**src/rtl/march_bist_pkg.sv**
```systemverilog
// March C- BIST shared definitions: FSM states, element op table and
// data-background generator used by march_bist_ctrl.
package march_bist_pkg;

  typedef enum logic [1:0] {IDLE, RUN, DONE} state_t;

  localparam int unsigned NUM_ELEM = 6;

  // Elements M1..M4 carry a read followed by a write; M0 and M5 carry one op.
  function automatic logic elem_two_ops(input logic [2:0] e);
    return (e != 3'd0) && (e != 3'd5);
  endfunction

  // Op k of element e is a read: first op of every element except M0.
  function automatic logic op_is_read(input logic [2:0] e, input logic k);
    return (e != 3'd0) && !k;
  endfunction

  // Data polarity of op k in element e (0 = background, 1 = inverted).
  function automatic logic op_pol(input logic [2:0] e, input logic k);
    case (e)
      3'd1, 3'd3: return k;
      3'd2, 3'd4: return !k;
      default:    return 1'b0;
    endcase
  endfunction

  // Descending-address elements.
  function automatic logic elem_down(input logic [2:0] e);
    return (e == 3'd3) || (e == 3'd4);
  endfunction

  // Bit i of the background: solid zero, or alternating (bit i = i[0])
  // inverted on odd addresses when the checkerboard pass is selected.
  function automatic logic bg_bit(input logic cb, input logic addr_odd, input int unsigned i);
    return cb & (i[0] ^ addr_odd);
  endfunction

endpackage

```
**src/rtl/march_bist_ctrl_addr_gen.sv**
```systemverilog
// March address generator: up/down counter with load-to-start, single step
// and a flag marking the last address of the current sweep direction.
module march_addr_gen #(
  parameter int unsigned ADDR_W = 2
) (
  input  logic              clk,
  input  logic              rst,
  input  logic              load,
  input  logic              load_down,
  input  logic              step,
  input  logic              down,
  output logic [ADDR_W-1:0] addr,
  output logic              last
);

  // Address counter: load to the sweep start, or step one word.
  always_ff @(posedge clk) begin
    if (rst) begin
      addr <= '0;
    end else if (load) begin
      addr <= load_down ? '1 : '0;
    end else if (step) begin
      addr <= down ? addr - ADDR_W'(1) : addr + ADDR_W'(1);
    end
  end

  // The sweep ends at the opposite end from where it started.
  always_comb begin
    last = down ? (addr == '0) : (addr == '1);
  end

endmodule

```
**src/rtl/march_bist_ctrl.sv**
```systemverilog
// March C- RAM BIST controller with first-fail logging and saturating error
// counter. Optional macro BIST_CHECKERBOARD_EN adds a second pass with a
// checkerboard background and a fail_bg output.
module march_bist_ctrl
  import march_bist_pkg::*;
#(
  parameter int unsigned ADDR_W = 2,
  parameter int unsigned DATA_W = 3,
  parameter int unsigned CNT_W  = 8
) (
  input  logic              clk,
  input  logic              rst,
  input  logic              start,
  output logic              busy,
  output logic              done,
  output logic              pass,
  output logic [ADDR_W-1:0] ram_addr,
  output logic [DATA_W-1:0] ram_wdata,
  input  logic [DATA_W-1:0] ram_rdata,
  output logic              ram_cs,
  output logic              ram_we,
  output logic              ram_oe,
  output logic [ADDR_W-1:0] fail_addr,
  output logic [2:0]        fail_elem,
  output logic [DATA_W-1:0] fail_data,
  output logic [CNT_W-1:0]  err_count
`ifdef BIST_CHECKERBOARD_EN
  ,
  output logic              fail_bg
`endif
);

  state_t            state;
  logic [2:0]        elem;
  logic              op_idx;
  logic              bg_sel;
  logic [ADDR_W-1:0] gen_addr;
  logic              gen_last, gen_load, gen_load_down, gen_step, gen_down;
  logic              op_read, op_last, elem_end, last_elem, last_pass, run_end;
  logic              accept, mismatch;
  logic [2:0]        next_elem;
  logic [DATA_W-1:0] op_data;
  logic [CNT_W-1:0]  err_next;

  march_addr_gen #(.ADDR_W(ADDR_W)) u_addr_gen (
    .clk       (clk),
    .rst       (rst),
    .load      (gen_load),
    .load_down (gen_load_down),
    .step      (gen_step),
    .down      (gen_down),
    .addr      (gen_addr),
    .last      (gen_last)
  );

`ifdef BIST_CHECKERBOARD_EN
  assign last_pass = bg_sel;
`else
  assign last_pass = 1'b1;
`endif

  // Current-op decode, sequencing decisions and read check.
  always_comb begin
    accept    = start && (state != RUN);
    op_read   = op_is_read(elem, op_idx);
    for (int unsigned i = 0; i < DATA_W; i++) begin
      op_data[i] = bg_bit(bg_sel, gen_addr[0], i) ^ op_pol(elem, op_idx);
    end
    op_last   = !elem_two_ops(elem) || op_idx;
    elem_end  = op_last && gen_last;
    last_elem = (elem == 3'(NUM_ELEM - 1));
    run_end   = elem_end && last_elem && last_pass;
    next_elem = last_elem ? 3'd0 : elem + 3'd1;
    mismatch  = (state == RUN) && op_read && (ram_rdata != op_data);
    err_next  = (mismatch && (err_count != '1)) ? err_count + CNT_W'(1) : err_count;
    gen_down      = elem_down(elem);
    gen_load      = accept || ((state == RUN) && elem_end);
    gen_load_down = (state == RUN) && elem_down(next_elem);
    gen_step      = (state == RUN) && op_last && !gen_last;
  end

  // RAM bus is a decode of the registered op state; idle when not busy.
  always_comb begin
    ram_cs    = busy;
    ram_we    = busy && !op_read;
    ram_oe    = busy && op_read;
    ram_addr  = busy ? gen_addr : '0;
    ram_wdata = (busy && !op_read) ? op_data : '0;
  end

  // Control FSM with registered status and fail log.
  always_ff @(posedge clk) begin
    if (rst) begin
      state     <= IDLE;
      busy      <= 1'b0;
      done      <= 1'b0;
      pass      <= 1'b0;
      elem      <= '0;
      op_idx    <= 1'b0;
      bg_sel    <= 1'b0;
      err_count <= '0;
      fail_addr <= '0;
      fail_elem <= '0;
      fail_data <= '0;
`ifdef BIST_CHECKERBOARD_EN
      fail_bg   <= 1'b0;
`endif
    end else begin
      case (state)
        IDLE, DONE: begin
          if (start) begin
            state     <= RUN;
            busy      <= 1'b1;
            done      <= 1'b0;
            pass      <= 1'b0;
            elem      <= '0;
            op_idx    <= 1'b0;
            bg_sel    <= 1'b0;
            err_count <= '0;
            fail_addr <= '0;
            fail_elem <= '0;
            fail_data <= '0;
`ifdef BIST_CHECKERBOARD_EN
            fail_bg   <= 1'b0;
`endif
          end
        end
        RUN: begin
          err_count <= err_next;
          // err_count is still zero exactly until the first mismatch
          if (mismatch && (err_count == '0)) begin
            fail_addr <= gen_addr;
            fail_elem <= elem;
            fail_data <= ram_rdata;
`ifdef BIST_CHECKERBOARD_EN
            fail_bg   <= bg_sel;
`endif
          end
          if (!op_last) begin
            op_idx <= 1'b1;
          end else begin
            op_idx <= 1'b0;
            if (gen_last) begin
              if (run_end) begin
                state <= DONE;
                busy  <= 1'b0;
                done  <= 1'b1;
                pass  <= (err_next == '0);
                elem  <= '0;
              end else if (last_elem) begin
                elem   <= '0;
                bg_sel <= 1'b1;
              end else begin
                elem <= next_elem;
              end
            end
          end
        end
        default: state <= IDLE;
      endcase
    end
  end

endmodule

```
**config.mk**
```make
export PLATFORM = sky130hd
export DESIGN_NAME = march_bist_ctrl
export DESIGN_NICKNAME = d
export VERILOG_FILES = /design/src/rtl/march_bist_pkg.sv /design/src/rtl/march_bist_ctrl_addr_gen.sv /design/src/rtl/march_bist_ctrl.sv
export SDC_FILE = /design/constraint.sdc
export NUM_CORES = 1
export LEC_CHECK = 0
export ABC_CLOCK_PERIOD_IN_PS = 3000
export CELL_PAD_IN_SITES_DETAIL_PLACEMENT = 0
export CELL_PAD_IN_SITES_GLOBAL_PLACEMENT = 1
export CORE_ASPECT_RATIO = 0.8
export CORE_UTILIZATION = 38
export DETAILED_ROUTE_END_ITERATION = 6
export PLACE_DENSITY_LB_ADDON = 0.1
export SKIP_CTS_REPAIR_TIMING = 1
export SLEW_MARGIN = 20
export SYNTH_ARGS = -nofsm -noshare
export SYNTH_HDL_FRONTEND = slang
export SYNTH_SLANG_ARGS = --single-unit
```
**constraint.sdc**
```tcl
create_clock -name clk -period 3 [get_ports clk]
set_input_delay 0.3 -clock clk [delete_from_list [all_inputs] [get_ports clk]]
set_output_delay 0.3 -clock clk [all_outputs]
set_load 0.01 [all_outputs]
```
==> results of run 1 <==
==> logic make-up after synthesis <==
group                    after synthesis  synth area share
flip-flops                            28             0.310
XOR/XNOR                               6            0.0291
adder cells (fa/ha/maj)                3            0.0208
multiplexers                           4            0.0229
AO/OA/AOI/OAI                         59             0.217
buffers and inverters                 27            0.0727
AND/OR/NAND/NOR                      111             0.328
==> through the flow <==
stage	util	std cells
3_3_place_gp	0.471	319
4_1_cts	0.487	323
5_1_grt	0.487	323
3_5_place_dp	0.471	319
2_1_floorplan	-	238
6_report	0.487	323
==> layout make-up <==
type | instances | area share
timing repair buffer | 38 | 0.164
tap | 60 | 0.0337
clock buffer | 3 | 0.0186
clock inverter | 1 | 0.0135
multi-input combinational | 183 | 0.501
sequential | 28 | 0.252
inverter | 10 | 0.0169
==> per-layer routing <==
layer  global-route usage  up-vias  share of wire
met2                0.291       45           0.39
li1                     -      896              -
met1                0.316      801           0.56
met4               0.0386        0         0.0053
met5                    0        -              0
met3               0.0304        2          0.042
==> critical path, cell delays in order (launching register included) <==
cell	delay, ns
dfxtp_1	0.53
inv_1	0.12
ha_1	0.21
nand2_1	0.07
o41ai_2	0.08
nor2_1	0.30
xnor2_1	0.13
nor2_1	0.14
clkdlybuf4s50_1	0.55
==> placed cells by master (no fill, tap or decap), drive strengths merged, types with 3 or more instances in the layout <==
master	synthesis	final
a211oi	6	6
and2	4	4
nor3b	5	5
or3	4	4
nand3	3	3
ha	3	3
nor2	25	25
buf	6	6
or2	3	3
o21ai	10	10
nand2	29	29
nor2b	4	4
dfxtp	28	28
nand2b	4	4
clkbuf	11	3
xnor2	5	5
nor3	9	9
a21oi	27	27
clkdlybuf4s50	0	32
nand3b	6	6
mux2i	3	3
nand4	5	5
inv	10	10
==> sequential cells by signal, indices dropped and copies added (netlist names) <==
signal,flops
fail_data,3
state,2
elem,3
fail_addr,2
pass,1
op_idx,1
busy,1
done,1
u_addr_gen.addr,2
fail_elem,3
bg_sel,1
err_count,8
==> worst max-delay path by stage <==
| stage | slack (ns) | to | depth (start not counted) |
|---|---|---|---|
| floorplan | 0.63 | err_count[4] | 11 |
| global placement | 0.35 | err_count[4] | 10 |
| detailed placement | 0.26 | err_count[4] | 10 |
| CTS | 0.25 | err_count[4] | 10 |
| global route | 0.06 | err_count[4] | 10 |
| finish | 0.28 | ram_wdata[2] | 8 |
==> power breakdown <==
| part | switching (mW) | internal (mW) | total, mW |
|---|---|---|---|
| clock network | 0.124 | 0.179 | 0.303 |
| registers | 0.0140 | 0.379 | 0.393 |
| logic | 0.0707 | 0.0511 | 0.122 |
| total | 0.209 | 0.609 | 0.818 |
==> impl_metrics.toml, run 1 <==
[synth]
yosysSeqAreaShare = 0.310
synth.avg_cell_area_um2 = 7.59
yosysWarnings = 0
syn_inst = 238
synth_area_leaders = "dfxtp_1 (31%), a21oi_1 (6.6%), nand2_1 (6.0%)"
yosysMostFrequentCell = "nand2_1"
synth_edf_count = 0
mappedNetlistNets = 247
synth_cell_types = 52
synth_ff_type = "dfxtp_1"
synth_top_area_share = 0.310
synth_area_leader_cell = "dfxtp_1"
synth_seq_cells = 28
async_flop_share = 0
synthTopCellsByCount = "nand2_1 (29), dfxtp_1 (28), nor2_1 (25)"
synthesis.area_mm2 = 0.00181

[finish]
diodes = 0
regArea_um2 = 561
syn_to_final_growth_pct = 23.1
fill_cells = 466
nets = 273
drive_gt1_frac = 0.0837
multiInputGateArea_mm2 = 0.00111
design_area_mm2 = 0.00222

[place]
dp_hpwl_um = 3410
gp_congestion = 0.859
dp_slack_ns = 0.263
dpl_cell_area_mm2 = 0.00215
port_buffers = 32

[timing]
fin_hold_ws_ns = 0.459
hold_violations = 0
fin_tns_setup_ns = 0
fin_crit_ns = 2.72
drv_slew = 0
maxClockFrequency_ghz = 0.368
layout_setup_ws_ns = 0.283
finalSetupViolCount = 0
period_share = 0.906
worstMarginPinSlew_ns = 0.572
relSlewSlack = 0.618
grt_setup_unrepaired = "no"
skew_ns = 0.00947

[route]
avgViaCountPerCell = 5.40
vias = 1744
drtIter0Drc = 139
wl_um = 4710
route.detailed.drc = 4
routedWlPerCell_um = 14.6
antenna_left = 0
drtPass1Iterations = 7

[power]
power_mw = 0.818
power_density_mw_per_mm2 = 367
power.leakage_nw = 0.740
ir_drop_uv = 201

[critical_path]
crit_required_ns = 2.70
crit-reg2reg-capture = "err_count[4]"
worstSetupEndpointType = "primary output"
rrSetupSlack_ns = 0.29
setup.worst_path.start_class = "flop"
crit_start = "elem[2]"
cp.arrival_ns = 2.42
cp_max_fo = 10
crit_type = "reg -> out"
reg2reg_from = "elem[2]"
worst_r2r_path_depth = 10

[global_route]
grt-ovfl-total = 0
grt_pass1_vias = 1640
grt_pass1_wl_um = 8090
grt_antenna_before_repair = 0
grt_usage = 0.203
grt_max_degree = 30

[floorplanning]
rows = 22
die-area_mm2 = 0.00504
die_width_um = 79.1
ioPinCount = 33
fp.dieH_um = 63.7
start_util = 0.395
core_mm2 = 0.00457

[flow_run]
drv_cap = 0

[clock_network]
clock_latency_ns = 0.28
h-tree-depth = 1
clock_tree.buffer_depth = 2
cts_tree = "yes"
cts_sinks = 28
cts_inserted_buffers = 3
clk_pin_slew_ns = 0.10
cts-root-buf = "clkbuf_8"

[hold_path]
holdPathEnd = "fail_elem[1]"
worstHoldStart = "fail_elem[1]"
hold_class = "reg -> reg"
min_path_cells = 2

[outcome]
failed_checks = "design-rule violations"
status = "finished with violations"
(Power assumes the default switching activity.)
==> inputs of run 2 (changes only) <==
- GPL_TIMING_DRIVEN: unset -> 1
==> results of run 2 <==
The final DEF is identical to that of run 1; final timing and power are the same.
==> inputs of run 3 (changes only) <==
- ABC_CLOCK_PERIOD_IN_PS: 3000 -> 2200
- CORE_UTILIZATION: 38 -> 34
- SYNTH_HIERARCHICAL: unset -> 1
- clock period: 3 -> 2.2 ns (I/O delays scaled with it)
==> run 3 against run 2 <==
Compared with the run above:
- the flow finishes with violations (negative setup slack)
- register-to-register slack got worse by 0.51 ns
- routed wire length rose by 0.59%
- synthesized cell count fell by 5.5%
- sequential power rose by 36%
- non-clock buffer count rose by 32
- utilization rose by 4.7 points
- sequential cell count did not move
- clock-buffer cell count rose by 1
- worst hold slack improved by 0.011 ns
- largest power group unchanged
- highest routed layer unchanged
==> impl_metrics.toml, run 3 <==
[flow_run]
drv_cap = 0

[route]
antenna_left = 0
avgViaCountPerCell = 5.05
routedWlPerCell_um = 13.7
route.detailed.drc = 0
wl_um = 4740
drtIter0Drc = 103
drtPass1Iterations = 4
vias = 1743

[synth]
synthesis.area_mm2 = 0.00173
synth.avg_cell_area_um2 = 7.67
synth_top_area_share = 0.325
synth_area_leaders = "dfxtp_1 (32%), a21oi_1 (6.1%), nor2_1 (5.4%)"
yosysSeqAreaShare = 0.325
yosysMostFrequentCell = "dfxtp_1"
synthTopCellsByCount = "dfxtp_1 (28), nor2_1 (25), a21oi_1 (21)"
syn_inst = 225
async_flop_share = 0
synth_seq_cells = 28
synth_edf_count = 0
synth_area_leader_cell = "dfxtp_1"
synth_ff_type = "dfxtp_1"
mappedNetlistNets = 234
synth_cell_types = 46
yosysWarnings = 6

[outcome]
failed_checks = "negative setup slack"
status = "finished with violations"

[finish]
diodes = 0
syn_to_final_growth_pct = 46.4
fin_util = 0.534
fill_cells = 450
regMostFlops = "err_count"
largest_reg_flops = 8
nets = 295
final_cell_mix = "buf_4 (35), clkdlybuf4s50_1 (29), dfxtp_1 (25)"
drive_gt1_frac = 0.263
mostFrequentLayoutCell = "buf_4"

[critical_path]
reg2reg_from = "elem[1]"
path_cells = "and2_4 -> ha_4 -> nand2_2 -> o311a_4 -> buf_12 -> mux2i_4 -> nand4_4 -> buf_4 -> nor2_2 -> mux2_2 -> o31ai_2"
worst_r2r_path_depth = 11
cp_num_buf_inv = 2
critPathSlowestCell = "dfxtp_2"
cp.arrival_ns = 2.61
worstSetupEndpointType = "flop"
rrSetupSlack_ns = -0.22
critical-path-top-delay-family = "multiplexers"
cp_max_fo = 5
crit-reg2reg-capture = "pass"
setup.worst_path.start_class = "flop"
crit_type = "reg -> reg"
slowest_delay_ns = 0.35
crit_required_ns = 2.39

[power]
power_mw = 1.07
power_density_mw_per_mm2 = 425
power.leakage_nw = 0.973
ir_drop_uv = 287

[place]
dp_slack_ns = -0.262
port_buffers = 32
dp_hpwl_um = 3490
gp_congestion = 0.820

[floorplanning]
core_mm2 = 0.00473
rows = 22
ioPinCount = 33
die-area_mm2 = 0.00537
die_width_um = 81.7
fp.dieH_um = 65.7
start_util = 0.365

[global_route]
grt_usage = 0.185
grt-ovfl-total = 0
grt_max_degree = 16
grt_antenna_before_repair = 0
grt_pass1_vias = 1553
grt_pass1_wl_um = 7600

[timing]
layout_setup_ws_ns = -0.220
drv_slew = 0
fin_crit_ns = 2.42
skew_ns = 0.00232
hold_violations = 0
period_share = 1.10
fin_tns_setup_ns = -1.86
fin_hold_ws_ns = 0.470
maxClockFrequency_ghz = 0.413
worstMarginPinSlew_ns = 0.464
finalSetupViolCount = 13
relSlewSlack = 0.688
grt_setup_unrepaired = "yes"

[clock_network]
clk_pin_slew_ns = 0.09
clock_latency_ns = 0.27
cts_tree = "yes"
cts_sinks = 28
cts_inserted_buffers = 3
clock_tree.buffer_depth = 2
h-tree-depth = 1
cts-root-buf = "clkbuf_8"

[hold_path]
worstHoldStart = "done"
min_path_cells = 2
holdPathEnd = "done"
hold_class = "reg -> reg"
run 3: cell types whose count changed after synthesis, sizes merged, moves of 3 or more:
cell,change
inv,+3
nand3b,-6
a211oi,-3
nand2,-13
nand3,+10
and4,+3
clkbuf,-5
nor3,+5
or3,-3
a21oi,-6
nand4,-3
or2,+5
run 3: per-stage QoR:
stage	std cells	cell area (µm²)
final	345	2530
after global routing	345	2530
after CTS	341	2370
after detailed placement	337	2320
after global placement	337	2320
after floorplan	225	1760
run 3: final cells by class:
cell class	instances	area, µm²	share of cell area
clock buffer	4	55.1	0.0218
multi-input combinational	170	1150	0.456
sequential	28	564	0.223
tap	60	75.1	0.0297
timing repair buffer	70	633	0.250
inverter	13	48.8	0.0193
run 3: per-layer routing:
layer | track usage | share of wire | wire length, µm
met1 | 0.276 | 0.52 | 2460
met2 | 0.277 | 0.43 | 2040
met3 | 0.0333 | 0.046 | 220
met4 | 0.0329 | 0.0046 | 22
met5 | 0 | 0 | 0
run 3: worst reg2reg max path, cell delays in order (launching register included):
cell and delay, ns:
dfxtp_2 0.35, and2_4 0.16, ha_4 0.15, nand2_2 0.06, o311a_4 0.21, buf_12 0.12, mux2i_4 0.25, nand4_4 0.18
buf_4 0.19, nor2_2 0.11, mux2_2 0.35, o31ai_2 0.22
run 3: worst max-delay path by stage:
stage / start / end / cells after the start
6_report: elem[1] / pass / 11
5_1_grt: elem[1] / fail_elem[2] / 11
4_1_cts: elem[1] / pass / 9
3_5_place_dp: elem[1] / pass / 9
3_3_place_gp: elem[1] / err_count[6] / 10
2_1_floorplan: elem[0] / fail_elem[2] / 12
run 3: power by group:
group          switching, mW  total (mW)  internal, mW  leakage, nW
sequential            0.0145       0.534         0.519        0.228
combinational          0.111       0.219         0.108        0.716
clock                  0.160       0.321         0.160       0.0288
run 3: cells by family after synthesis:
family / share of synthesized area
flip-flops: 0.325
XOR/XNOR: 0.0406
AND/OR/NAND/NOR: 0.320
adder cells (fa/ha/maj): 0.0217
buffers and inverters: 0.0746
AO/OA/AOI/OAI: 0.176
multiplexers: 0.0420
